[src/rtl/ps2_rx_pkg.sv]
// Shared types and helpers for the PS/2 device-to-host receiver.
// Holds the frame FSM state encoding, data width and the parity helper.
package ps2_rx_pkg;

    localparam int PS2_DATA_BITS = 8;
    localparam int PS2_BIT_CNT_W = $clog2(PS2_DATA_BITS);

    typedef enum logic [1:0] {
        IDLE,
        DATA,
        PARITY,
        STOP
    } ps2_state_t;

    // PS/2 frames carry odd parity: data bits plus parity bit hold an odd number of ones.
    function automatic logic odd_parity_ok(input logic [PS2_DATA_BITS-1:0] data, input logic par);
        return ^{data, par};
    endfunction

endpackage

[src/rtl/ps2_kbd_rx_if.sv]
// Byte/status side of the PS/2 receiver: FIFO head, pop strobe and error pulses.
// The receiver is the master; the keyboard/terminal logic consuming bytes is the slave.
interface ps2_kbd_rx_if;
    import ps2_rx_pkg::*;

    logic                     rd;
    logic [PS2_DATA_BITS-1:0] dout;
    logic                     valid;
    logic                     parity_err;
    logic                     frame_err;
    logic                     overflow;

    modport master (
        input  rd,
        output dout,
        output valid,
        output parity_err,
        output frame_err,
        output overflow
    );

    modport slave (
        output rd,
        input  dout,
        input  valid,
        input  parity_err,
        input  frame_err,
        input  overflow
    );

endinterface

[src/rtl/ps2_rx_fifo.sv]
// First-word-fall-through byte FIFO with a registered head; a push on full is
// accepted only when a pop frees a slot in the same cycle, otherwise it is dropped.
module ps2_rx_fifo #(
    parameter int DEPTH = 8,
    parameter int WIDTH = 8
) (
    input  logic             clk,
    input  logic             srst,
    input  logic             push,
    input  logic [WIDTH-1:0] din,
    input  logic             pop,
    output logic [WIDTH-1:0] head,
    output logic             valid,
    output logic             overflow
);

    localparam int PW = $clog2(DEPTH);
    localparam int CW = PW + 1;

    logic [WIDTH-1:0] mem [DEPTH];

    logic [PW-1:0]    wr_ptr_q, wr_ptr_d;
    logic [PW-1:0]    rd_ptr_q, rd_ptr_d;
    logic [CW-1:0]    count_q, count_d;
    logic [WIDTH-1:0] head_q, head_d;
    logic             overflow_q, overflow_d;

    logic empty;
    logic full;
    logic do_pop;
    logic do_push;

    assign empty   = (count_q == '0);
    assign full    = (count_q == CW'(DEPTH));
    assign do_pop  = pop & ~empty;
    assign do_push = push & (~full | do_pop);

    always_comb begin
        wr_ptr_d   = wr_ptr_q + PW'(do_push);
        rd_ptr_d   = rd_ptr_q + PW'(do_pop);
        count_d    = count_q + CW'(do_push) - CW'(do_pop);
        overflow_d = push & full & ~do_pop;
        head_d     = '0;
        // The head register is loaded with what will sit at the read pointer
        // next cycle; a byte landing there this cycle is forwarded from din.
        if (count_d != '0) begin
            if (do_push && (wr_ptr_q == rd_ptr_d)) begin
                head_d = din;
            end else begin
                head_d = mem[rd_ptr_d];
            end
        end
    end

    always_ff @(posedge clk) begin
        if (do_push) begin
            mem[wr_ptr_q] <= din;
        end
    end

    always_ff @(posedge clk) begin
        if (srst) begin
            wr_ptr_q   <= '0;
            rd_ptr_q   <= '0;
            count_q    <= '0;
            head_q     <= '0;
            overflow_q <= 1'b0;
        end else begin
            wr_ptr_q   <= wr_ptr_d;
            rd_ptr_q   <= rd_ptr_d;
            count_q    <= count_d;
            head_q     <= head_d;
            overflow_q <= overflow_d;
        end
    end

    assign head     = head_q;
    assign valid    = ~empty;
    assign overflow = overflow_q;

endmodule

[src/rtl/ps2_kbd_rx.sv]
// PS/2 device-to-host receiver: synchronizes and deglitches the clock/data pair,
// decodes 11-bit frames with parity, stop and inter-edge timeout checks, queues bytes.
module ps2_kbd_rx
    import ps2_rx_pkg::*;
#(
    parameter int FILTER_LEN  = 8,
    parameter int TIMEOUT_CYC = 50000,
    parameter int FIFO_DEPTH  = 8
) (
    input  logic          clk_sys,
    input  logic          reset,
    input  logic          ps2_clk,
    input  logic          ps2_data,
    ps2_kbd_rx_if.master  host
);

    localparam int FW = $clog2(FILTER_LEN + 1);
    localparam int TW = $clog2(TIMEOUT_CYC);

    logic [1:0] line_raw;
    logic [1:0] line_filt;

    assign line_raw = {ps2_data, ps2_clk};

    // Line 0 is the PS/2 clock, line 1 the PS/2 data; both idle high.
    for (genvar gi = 0; gi < 2; gi++) begin : g_line
        logic          sync1_q, sync1_d;
        logic          sync2_q, sync2_d;
        logic          filt_q, filt_d;
        logic [FW-1:0] cnt_q, cnt_d;

        always_comb begin
            sync1_d = line_raw[gi];
            sync2_d = sync1_q;
            filt_d  = filt_q;
            cnt_d   = '0;
            if (sync2_q != filt_q) begin
                if (cnt_q == FW'(FILTER_LEN - 1)) begin
                    filt_d = sync2_q;
                end else begin
                    cnt_d = cnt_q + FW'(1);
                end
            end
        end

        always_ff @(posedge clk_sys) begin
            if (reset) begin
                sync1_q <= 1'b1;
                sync2_q <= 1'b1;
                filt_q  <= 1'b1;
                cnt_q   <= '0;
            end else begin
                sync1_q <= sync1_d;
                sync2_q <= sync2_d;
                filt_q  <= filt_d;
                cnt_q   <= cnt_d;
            end
        end

        assign line_filt[gi] = filt_q;
    end

    logic clk_filt;
    logic data_filt;
    logic clk_prev_q, clk_prev_d;
    logic fe;

    assign clk_filt  = line_filt[0];
    assign data_filt = line_filt[1];
    assign clk_prev_d = clk_filt;
    assign fe = clk_prev_q & ~clk_filt;

    ps2_state_t                 state_q, state_d;
    logic [PS2_BIT_CNT_W-1:0]   bit_cnt_q, bit_cnt_d;
    logic [PS2_DATA_BITS-1:0]   shift_q, shift_d;
    logic                       par_q, par_d;
    logic [TW-1:0]              timer_q, timer_d;
    logic                       perr_q, perr_d;
    logic                       ferr_q, ferr_d;
    logic                       push;

    always_comb begin
        state_d   = state_q;
        bit_cnt_d = bit_cnt_q;
        shift_d   = shift_q;
        par_d     = par_q;
        timer_d   = timer_q;
        perr_d    = 1'b0;
        ferr_d    = 1'b0;
        push      = 1'b0;

        case (state_q)
            IDLE: begin
                timer_d = '0;
                if (fe && !data_filt) begin
                    state_d   = DATA;
                    bit_cnt_d = '0;
                    shift_d   = '0;
                end
            end
            DATA: begin
                if (fe) begin
                    shift_d   = {data_filt, shift_q[PS2_DATA_BITS-1:1]};
                    bit_cnt_d = bit_cnt_q + PS2_BIT_CNT_W'(1);
                    if (bit_cnt_q == PS2_BIT_CNT_W'(PS2_DATA_BITS - 1)) begin
                        state_d = PARITY;
                    end
                end
            end
            PARITY: begin
                if (fe) begin
                    par_d   = data_filt;
                    state_d = STOP;
                end
            end
            STOP: begin
                if (fe) begin
                    state_d = IDLE;
                    if (!data_filt) begin
                        ferr_d = 1'b1;
                    end else if (odd_parity_ok(shift_q, par_q)) begin
                        push = 1'b1;
                    end else begin
                        perr_d = 1'b1;
                    end
                end
            end
            default: begin
                state_d = IDLE;
            end
        endcase

        // Inter-edge watchdog; an edge arriving on the expiry cycle still counts.
        if (state_q != IDLE) begin
            if (fe) begin
                timer_d = '0;
            end else if (timer_q == TW'(TIMEOUT_CYC - 1)) begin
                state_d = IDLE;
                ferr_d  = 1'b1;
                timer_d = '0;
            end else begin
                timer_d = timer_q + TW'(1);
            end
        end
    end

    always_ff @(posedge clk_sys) begin
        if (reset) begin
            clk_prev_q <= 1'b1;
            state_q    <= IDLE;
            bit_cnt_q  <= '0;
            shift_q    <= '0;
            par_q      <= 1'b0;
            timer_q    <= '0;
            perr_q     <= 1'b0;
            ferr_q     <= 1'b0;
        end else begin
            clk_prev_q <= clk_prev_d;
            state_q    <= state_d;
            bit_cnt_q  <= bit_cnt_d;
            shift_q    <= shift_d;
            par_q      <= par_d;
            timer_q    <= timer_d;
            perr_q     <= perr_d;
            ferr_q     <= ferr_d;
        end
    end

    logic [PS2_DATA_BITS-1:0] fifo_head;
    logic                     fifo_valid;
    logic                     fifo_overflow;

    ps2_rx_fifo #(
        .DEPTH (FIFO_DEPTH),
        .WIDTH (PS2_DATA_BITS)
    ) u_fifo (
        .clk      (clk_sys),
        .srst     (reset),
        .push     (push),
        .din      (shift_q),
        .pop      (host.rd),
        .head     (fifo_head),
        .valid    (fifo_valid),
        .overflow (fifo_overflow)
    );

    assign host.dout       = fifo_head;
    assign host.valid      = fifo_valid;
    assign host.parity_err = perr_q;
    assign host.frame_err  = ferr_q;
    assign host.overflow   = fifo_overflow;

endmodule

[src/flat_wrapper.sv]
// flat-port wrapper written by rule: the top's interface ports become plain ports
module ps2_kbd_rx_flat import ps2_rx_pkg::*;
#(
    parameter int FILTER_LEN  = 8,
    parameter int TIMEOUT_CYC = 50000,
    parameter int FIFO_DEPTH  = 8
)
  (clk_sys, reset, ps2_clk, ps2_data, host_rd, host_dout, host_valid, host_parity_err, host_frame_err, host_overflow);
  ps2_kbd_rx_if host_i ();
  input  logic clk_sys;
  input  logic reset;
  input  logic ps2_clk;
  input  logic ps2_data;
  input wire logic [$bits(host_i.rd)-1:0] host_rd;
  output wire logic [$bits(host_i.dout)-1:0] host_dout;
  output wire logic [$bits(host_i.valid)-1:0] host_valid;
  output wire logic [$bits(host_i.parity_err)-1:0] host_parity_err;
  output wire logic [$bits(host_i.frame_err)-1:0] host_frame_err;
  output wire logic [$bits(host_i.overflow)-1:0] host_overflow;
  assign host_i.rd = host_rd;
  assign host_dout = host_i.dout;
  assign host_valid = host_i.valid;
  assign host_parity_err = host_i.parity_err;
  assign host_frame_err = host_i.frame_err;
  assign host_overflow = host_i.overflow;
  ps2_kbd_rx #(.FILTER_LEN(FILTER_LEN), .TIMEOUT_CYC(TIMEOUT_CYC), .FIFO_DEPTH(FIFO_DEPTH)) u_core (.clk_sys(clk_sys), .reset(reset), .ps2_clk(ps2_clk), .ps2_data(ps2_data), .host(host_i));
endmodule
[config.mk]
export PLATFORM = sky130hd
export DESIGN_NAME = ps2_kbd_rx_flat
export DESIGN_NICKNAME = d
export VERILOG_FILES = /design/src/rtl/ps2_rx_pkg.sv /design/src/rtl/ps2_kbd_rx_if.sv /design/src/rtl/ps2_rx_fifo.sv /design/src/rtl/ps2_kbd_rx.sv /design/src/flat_wrapper.sv
export SDC_FILE = /design/constraint.sdc
export NUM_CORES = 1
export LEC_CHECK = 0
export CORE_MARGIN = 2
export CORE_UTILIZATION = 62
export DETAILED_ROUTE_END_ITERATION = 10
export PLACE_DENSITY = 0.8
export SLEW_MARGIN = 20
export SYNTH_ARGS = -nofsm -noshare
export SYNTH_HDL_FRONTEND = slang
export SYNTH_SLANG_ARGS = --single-unit
[constraint.sdc]
create_clock -name clk_sys -period 7.95 [get_ports clk_sys]
set_input_delay 1.59 -clock clk_sys [delete_from_list [all_inputs] [get_ports clk_sys]]
set_output_delay 1.59 -clock clk_sys [all_outputs]
set_load 0.02 [all_outputs]
==> flow_summary.yaml, run 1 <==
outcome:
  status: "completed"
clock_tree:
  postCtsSetupBuffers: 0
  clock_latency_ns: 0.52
  cts_sinks: 130
  cts_tree: "yes"
  cts.htree.levels: 4
  cts_resized: 0
  cts_hold_buf: 0
  numCtsBuffers: 17
  clock_path_buffers: 2
  clock-root-buffer: "clkbuf_8"
  clk_pin_slew_ns: 0.06
run:
  drv_cap: 0
route:
  ant_nets: 0
  drt_iter0_drc: 140
  routed_wl_um: 9410
  drc_errors: 0
  avgRoutedWirePerCell_um: 17.0
  vias: 3140
  firstDrtPassIters: 4
  vias_per_cell: 5.69
cells_and_area:
  insertedDiodeCount: 0
  layout_common_cells: "dfxtp_1 (66), edfxtp_1 (64), nor2_1 (47)"
  drive_above_1_share_pct: 16.3
  final_cells: 552
  regArea_sq_um: 3240
  layout_commonest_cell: "dfxtp_1"
  area_growth_pct: 15.9
  fillers: 547
  multi_input_area_sq_um: 2000
  nets: 454
setup_path:
  cp-end-kind: "flip-flop"
  cp_num_buf_inv: 2
  path_cells: "clkdlybuf4s50_1 -> nand2b_1 -> nand3_1 -> nand3_2 -> inv_1 -> mux2_2 -> ha_1 -> fa_1 -> xor2_1 -> nor4b_1 -> mux2i_2 -> nand3b_1 -> mux2i_1"
  critPathKind: "input pin to flip-flop"
  slowest_stage: "mux2i_2"
  crit_arrival_ns: 4.67
  crit_family: "multiplexers"
  critPathMaxStageDelay_ns: 0.62
  crit_fanout: 16
  crit_required_ns: 8.40
  worstSetupStartpointType: "input pin"
floorplan:
  io_pins: 17
  die_h_um: 97.0
  num_rows: 33
  die_w_um: 97.0
  die-area_sq_um: 9420
  initial_core_util_pct: 64.7
  core_sq_um: 8300
synth:
  syn_nets: 431
  netlist_instances: 411
  synth_compound_area_share_pct: 2.66
  synth_top_area_share_pct: 35.8
  ys_seq_elements: 130
  yosys.area.top_type: "edfxtp_1"
  synth_xor_area_share_pct: 5.99
  syn-cell-area_sq_um: 5370
  ys_seq_area_share_pct: 60.4
  synth_ff_type: "dfxtp_1"
  async_reset_ff_share_pct: 0
  netlist_top_cells_area: "edfxtp_1 (36%), dfxtp_1 (25%), mux4_2 (6.7%)"
  synth_top_family_by_area: "simple AND/OR/NAND/NOR gates"
  synth.distinct_cells: 41
  synth_edf_count: 64
  synth-adder-area-share_pct: 3.64
  synthMuxAreaShare_pct: 10.8
  synth_simple_gate_area_share_pct: 14.1
  synth_area_per_cell_sq_um: 13.1
  ys_warn_count: 0
timing:
  rsz0062_at_grt: "false"
  finClkSkew_ns: 0.00943
  period_share_pct: 53.1
  relSlewSlack_pct: 30.1
  setup_viol_count_final: 0
  worst_pin_slew_ns: 1.04
  fin_crit_ns: 4.23
  worst_slack_ns: 3.72
  hold_viol: 0
  setup_tns_ns: 0
  max_freq_ghz: 0.237
  whs_ns: 0.408
  drv_slew: 0
grt:
  grt_overflow: 0
  track_usage_pct: 21.8
  antenna_found_initial: 0
  grt_max_degree: 55
  grt_pass1_wl_um: 15700
  grt_pass1_vias: 3257
placement:
  port_buffers: 16
  pre_cts_ws_ns: 3.00
  dp_hpwl_um: 6020
  dp.cells: 520
  gp_congestion: 0.770
hold_path:
  hp-class: "flip-flop to flip-flop"
power_and_ir_drop:
  pwr_density_cell_nw_per_um2: 315
  vdd_ir_drop_max_v: 0.000168
  p_leak_nw: 2.15
[cell families after synthesis]
family,after synthesis
AO/OA/AOI/OAI,20
XOR/XNOR,35
adder cells (fa/ha/maj),15
multiplexers,37
buffers and inverters,32
AND/OR/NAND/NOR,142
flip-flops,130
[state kept, by name, indices dropped and copies added, names as in the netlist, 3 cells and up]
register / cells
u_core.bit_cnt_q: 3
u_core.u_fifo.wr_ptr_q: 3
u_core.u_fifo.rd_ptr_q: 3
u_core.timer_q: 16
u_core.u_fifo.mem: 64
u_core.g_line.cnt_q: 8
u_core.u_fifo.count_q: 4
u_core.u_fifo.head: 8
u_core.shift_q: 8
[power breakdown]
part | leakage (nW) | switching [mW] | internal (mW)
Clock | 0.293 | 0.286 | 0.461
Combinational | 0.724 | 0.232 | 0.243
Sequential | 1.13 | 0.0116 | 0.728
[cells in the mapped netlist (8+ instances only)]
library cell  instances
nor2_1               47
nand3b_1             17
nand3_1              10
xor2_1                8
clkbuf_1             13
mux4_2               16
edfxtp_1             64
ha_1                 14
mux2i_1              12
xnor2_1              26
nor3_1               11
nor2b_1              10
a22oi_1              10
mux2_2                9
inv_1                13
nor4_1                8
dfxtp_1              66
nand2_1              14
[routing by layer]
| layer | part of all wire, % | vias up | GRT usage [%] |
|---|---|---|---|
| li1 | - | 1531 | - |
| met1 | 42 | 1516 | 26.5 |
| met2 | 51 | 81 | 36.2 |
| met3 | 5.5 | 12 | 6.21 |
| met4 | 1.4 | 0 | 9.53 |
| met5 | 0 | - | 0 |
[layout make-up]
class / instances / area share, %
well taps: 105 / 2.11
clock inverters: 11 / 1.61
multi-input cells: 249 / 32.2
inverters: 13 / 0.784
flip-flops and latches: 130 / 52.1
repair buffers: 23 / 3.42
clock buffers: 21 / 7.74
[final timing paths]
check / cells past startpoint / to / slack [ns] / startpoint
max: 13 / u_core.u_fifo.head[0]$_SDFF_PP0_ / 3.72 / host_rd
min: 1 / u_core.g_line[1].sync2_q$_SDFF_PP1_ / 0.41 / u_core.g_line[1].sync1_q$_SDFF_PP1_
max reg2reg: 12 / u_core.u_fifo.head[0]$_SDFF_PP0_ / 3.89 / u_core.shift_q[4]$_SDFFE_PP0P_
min reg2reg: 1 / u_core.g_line[1].sync2_q$_SDFF_PP1_ / 0.41 / u_core.g_line[1].sync1_q$_SDFF_PP1_
[stage by stage]
step / util, % / area [sq um] / power [mW]
after floorplan: - / 5370 / 1.12
after CTS: 74.9 / 6210 / 1.97
after global routing: 75.0 / 6220 / 2.04
after detailed placement: 67.9 / 5630 / 1.22
after global placement: 67.9 / 5630 / 1.21
final: 75.0 / 6220 / 1.96
Note: power is estimated with default switching activity, not from simulation.
==> run 2, diff against run 1 <==
--- a/config.mk
+++ b/config.mk
@@ -6,9 +6,9 @@
 export NUM_CORES = 1
 export LEC_CHECK = 0
 export CORE_MARGIN = 2
-export CORE_UTILIZATION = 62
+export CORE_UTILIZATION = 61
 export DETAILED_ROUTE_END_ITERATION = 10
-export PLACE_DENSITY = 0.8
+export PLACE_DENSITY = 0.79
 export SLEW_MARGIN = 20
 export SYNTH_ARGS = -nofsm -noshare
 export SYNTH_HDL_FRONTEND = slang
==> constraint.sdc (replaced) <==
create_clock -name clk_sys -period 4.4 [get_ports clk_sys]
set_input_delay 0.88 -clock clk_sys [delete_from_list [all_inputs] [get_ports clk_sys]]
set_output_delay 0.88 -clock clk_sys [all_outputs]
set_load 0.02 [all_outputs]
==> flow_summary.yaml, run 2 (synthesis results as in run 1) <==
cells_and_area:
  area_growth_pct: 17.8
  largestRegisters: "u_core.u_fifo.mem x64, u_core.timer_q x16"
  layout_common_cells: "dfxtp_1 (66), edfxtp_1 (64), nor2_1 (47)"
  drive_above_1_share_pct: 17.8
  largest_reg_flops: 64
  final_cell_area_sq_um: 6320
  regArea_sq_um: 3240
  nets: 462
  insertedDiodeCount: 0
  layout_commonest_cell: "dfxtp_1"
  regMostFlops: "u_core.u_fifo.mem"
  fillers: 552
  multi_input_area_sq_um: 2000
power_and_ir_drop:
  vdd_ir_drop_max_v: 0.000272
  pwr_density_cell_nw_per_um2: 570
  p_switching_mw: 0.941
  power_frac_seq_pct: 37.0
  p_int_mw: 2.66
  pwr-share-clk_pct: 39.3
  share_comb_of_total_power_pct: 23.7
  p_sw_share_pct: 26.1
  p_leak_nw: 2.21
grt:
  grt_pass1_wl_um: 16500
  track_usage_pct: 22.5
  antenna_found_initial: 0
  grt_overflow: 0
  grt_pass1_vias: 3373
  grt_max_degree: 55
setup_path:
  r2r_cells: 12
  cp_num_buf_inv: 0
  cp-end-kind: "flip-flop"
  critPathMaxStageDelay_ns: 0.62
  crit_arrival_ns: 4.31
  slowest_stage: "dfxtp_1"
  crit_family: "XOR/XNOR gates"
  r2r-end: "u_core.u_fifo.head[1]$_SDFF_PP0_"
  crit_required_ns: 4.83
  crit_top_cell: "xor2_1"
  critPathKind: "flip-flop to flip-flop"
  crit_fanout: 16
  worstSetupStartpointType: "flip-flop"
  rr_startpoint: "u_core.shift_q[6]$_SDFFE_PP0P_"
  path_cells: "xnor2_1 -> xnor3_2 -> xor2_1 -> nand2_1 -> mux2_2 -> ha_1 -> fa_1 -> xor2_1 -> nor4b_1 -> mux2i_2 -> nand3b_1 -> mux2i_1"
  reg2reg_slack_ns: 0.52
timing:
  fin_crit_ns: 3.88
  period_share_pct: 88.2
  worst_slack_ns: 0.520
  finClkSkew_ns: 0.0120
  relSlewSlack_pct: 49.2
  rsz0062_at_grt: "false"
  setup_viol_count_final: 0
  drv_slew: 0
  setup_tns_ns: 0
  hold_viol: 0
  worst_pin_slew_ns: 0.748
  max_freq_ghz: 0.258
floorplan:
  num_rows: 34
  core_sq_um: 8640
  initial_core_util_pct: 62.1
  die_h_um: 97.8
  io_pins: 17
  die-area_sq_um: 9560
  die_w_um: 97.8
route:
  vias: 3219
  drt_iter0_drc: 140
  vias_per_cell: 5.72
  routed_wl_um: 9560
  ant_nets: 0
  firstDrtPassIters: 4
  drc_errors: 0
  avgRoutedWirePerCell_um: 17.0
clock_tree:
  cts_hold_buf: 0
  cts_sinks: 130
  clock_latency_ns: 0.51
  clock_path_buffers: 2
  cts.htree.levels: 4
  clock-root-buffer: "clkbuf_8"
  numCtsBuffers: 17
  cts_resized: 0
  postCtsSetupBuffers: 0
  clk_pin_slew_ns: 0.06
  cts_tree: "yes"
run:
  drv_cap: 0
placement:
  dp_hpwl_um: 5830
  place_area_sq_um: 5700
  port_buffers: 16
  pre_cts_ws_ns: 0.105
  gp_congestion: 0.799
hold_path:
  hold_depth: 1
  min_to: "u_core.g_line[1].sync2_q$_SDFF_PP1_"
  hp-start: "u_core.g_line[1].sync1_q$_SDFF_PP1_"
  hp-class: "flip-flop to flip-flop"
outcome:
  status: "completed"
-- run 2: worst max path at each step --
stage	slack [ns]	endpoint	start	cells past startpoint
6_report	0.52	u_core.u_fifo.head[1]$_SDFF_PP0_	u_core.shift_q[6]$_SDFFE_PP0P_	12
5_1_grt	0.17	u_core.u_fifo.head[7]$_SDFF_PP0_	u_core.shift_q[6]$_SDFFE_PP0P_	12
4_1_cts	0.23	u_core.u_fifo.head[2]$_SDFF_PP0_	u_core.shift_q[6]$_SDFFE_PP0P_	12
3_5_place_dp	0.11	u_core.u_fifo.head[2]$_SDFF_PP0_	host_rd	13
3_3_place_gp	0.32	u_core.u_fifo.head[4]$_SDFF_PP0_	host_rd	13
2_1_floorplan	0.92	u_core.u_fifo.head[5]$_SDFF_PP0_	u_core.shift_q[3]$_SDFFE_PP0P_	14
-- run 2: per-layer routing --
layer | up-vias | track usage (%) | routed length, um
met4 | 0 | 9.29 | 177
met2 | 87 | 38.6 | 4990
li1 | 1552 | - | -
met3 | 18 | 5.65 | 417
met5 | - | 0 | 0
met1 | 1562 | 27.6 | 3980
-- run 2: layout make-up --
cell class	count	area share [%]
inverters	13	0.772
repair buffers	31	4.32
clock inverters	9	1.37
multi-input cells	249	31.7
well taps	108	2.14
flip-flops and latches	130	51.3
clock buffers	23	8.43
-- run 2: power by group through the flow --
stage | Combinational (mW) | Clock, mW | Sequential [mW]
2_1_floorplan | 0.626 | 0 | 1.39
3_3_place_gp | 0.825 | 0 | 1.36
3_5_place_dp | 0.854 | 0 | 1.36
4_1_cts | 0.858 | 1.44 | 1.33
5_1_grt | 0.946 | 1.49 | 1.34
6_report | 0.854 | 1.41 | 1.33
-- run 2: metrics by stage --
stage | power (mW) | hold slack (ns) | util (%) | cells
final | 3.60 | 0.414 | 73.2 | 563
after global routing | 3.78 | 0.433 | 73.2 | 563
after CTS | 3.63 | 0.413 | 73.1 | 563
after detailed placement | 2.21 | 0.399 | 66.0 | 531
after global placement | 2.18 | 0.391 | 66.0 | 531
after floorplan | 2.02 | 0.389 | - | 411
==> run 3, diff against run 2 <==
--- a/config.mk
+++ b/config.mk
@@ -8,6 +8,7 @@
 export CORE_MARGIN = 2
 export CORE_UTILIZATION = 61
 export DETAILED_ROUTE_END_ITERATION = 10
+export GPL_ROUTABILITY_DRIVEN = 0
 export PLACE_DENSITY = 0.79
 export SLEW_MARGIN = 20
 export SYNTH_ARGS = -nofsm -noshare
==> results of run 3 <==
No change in the layout: final DEF, timing and power equal those of run 2.
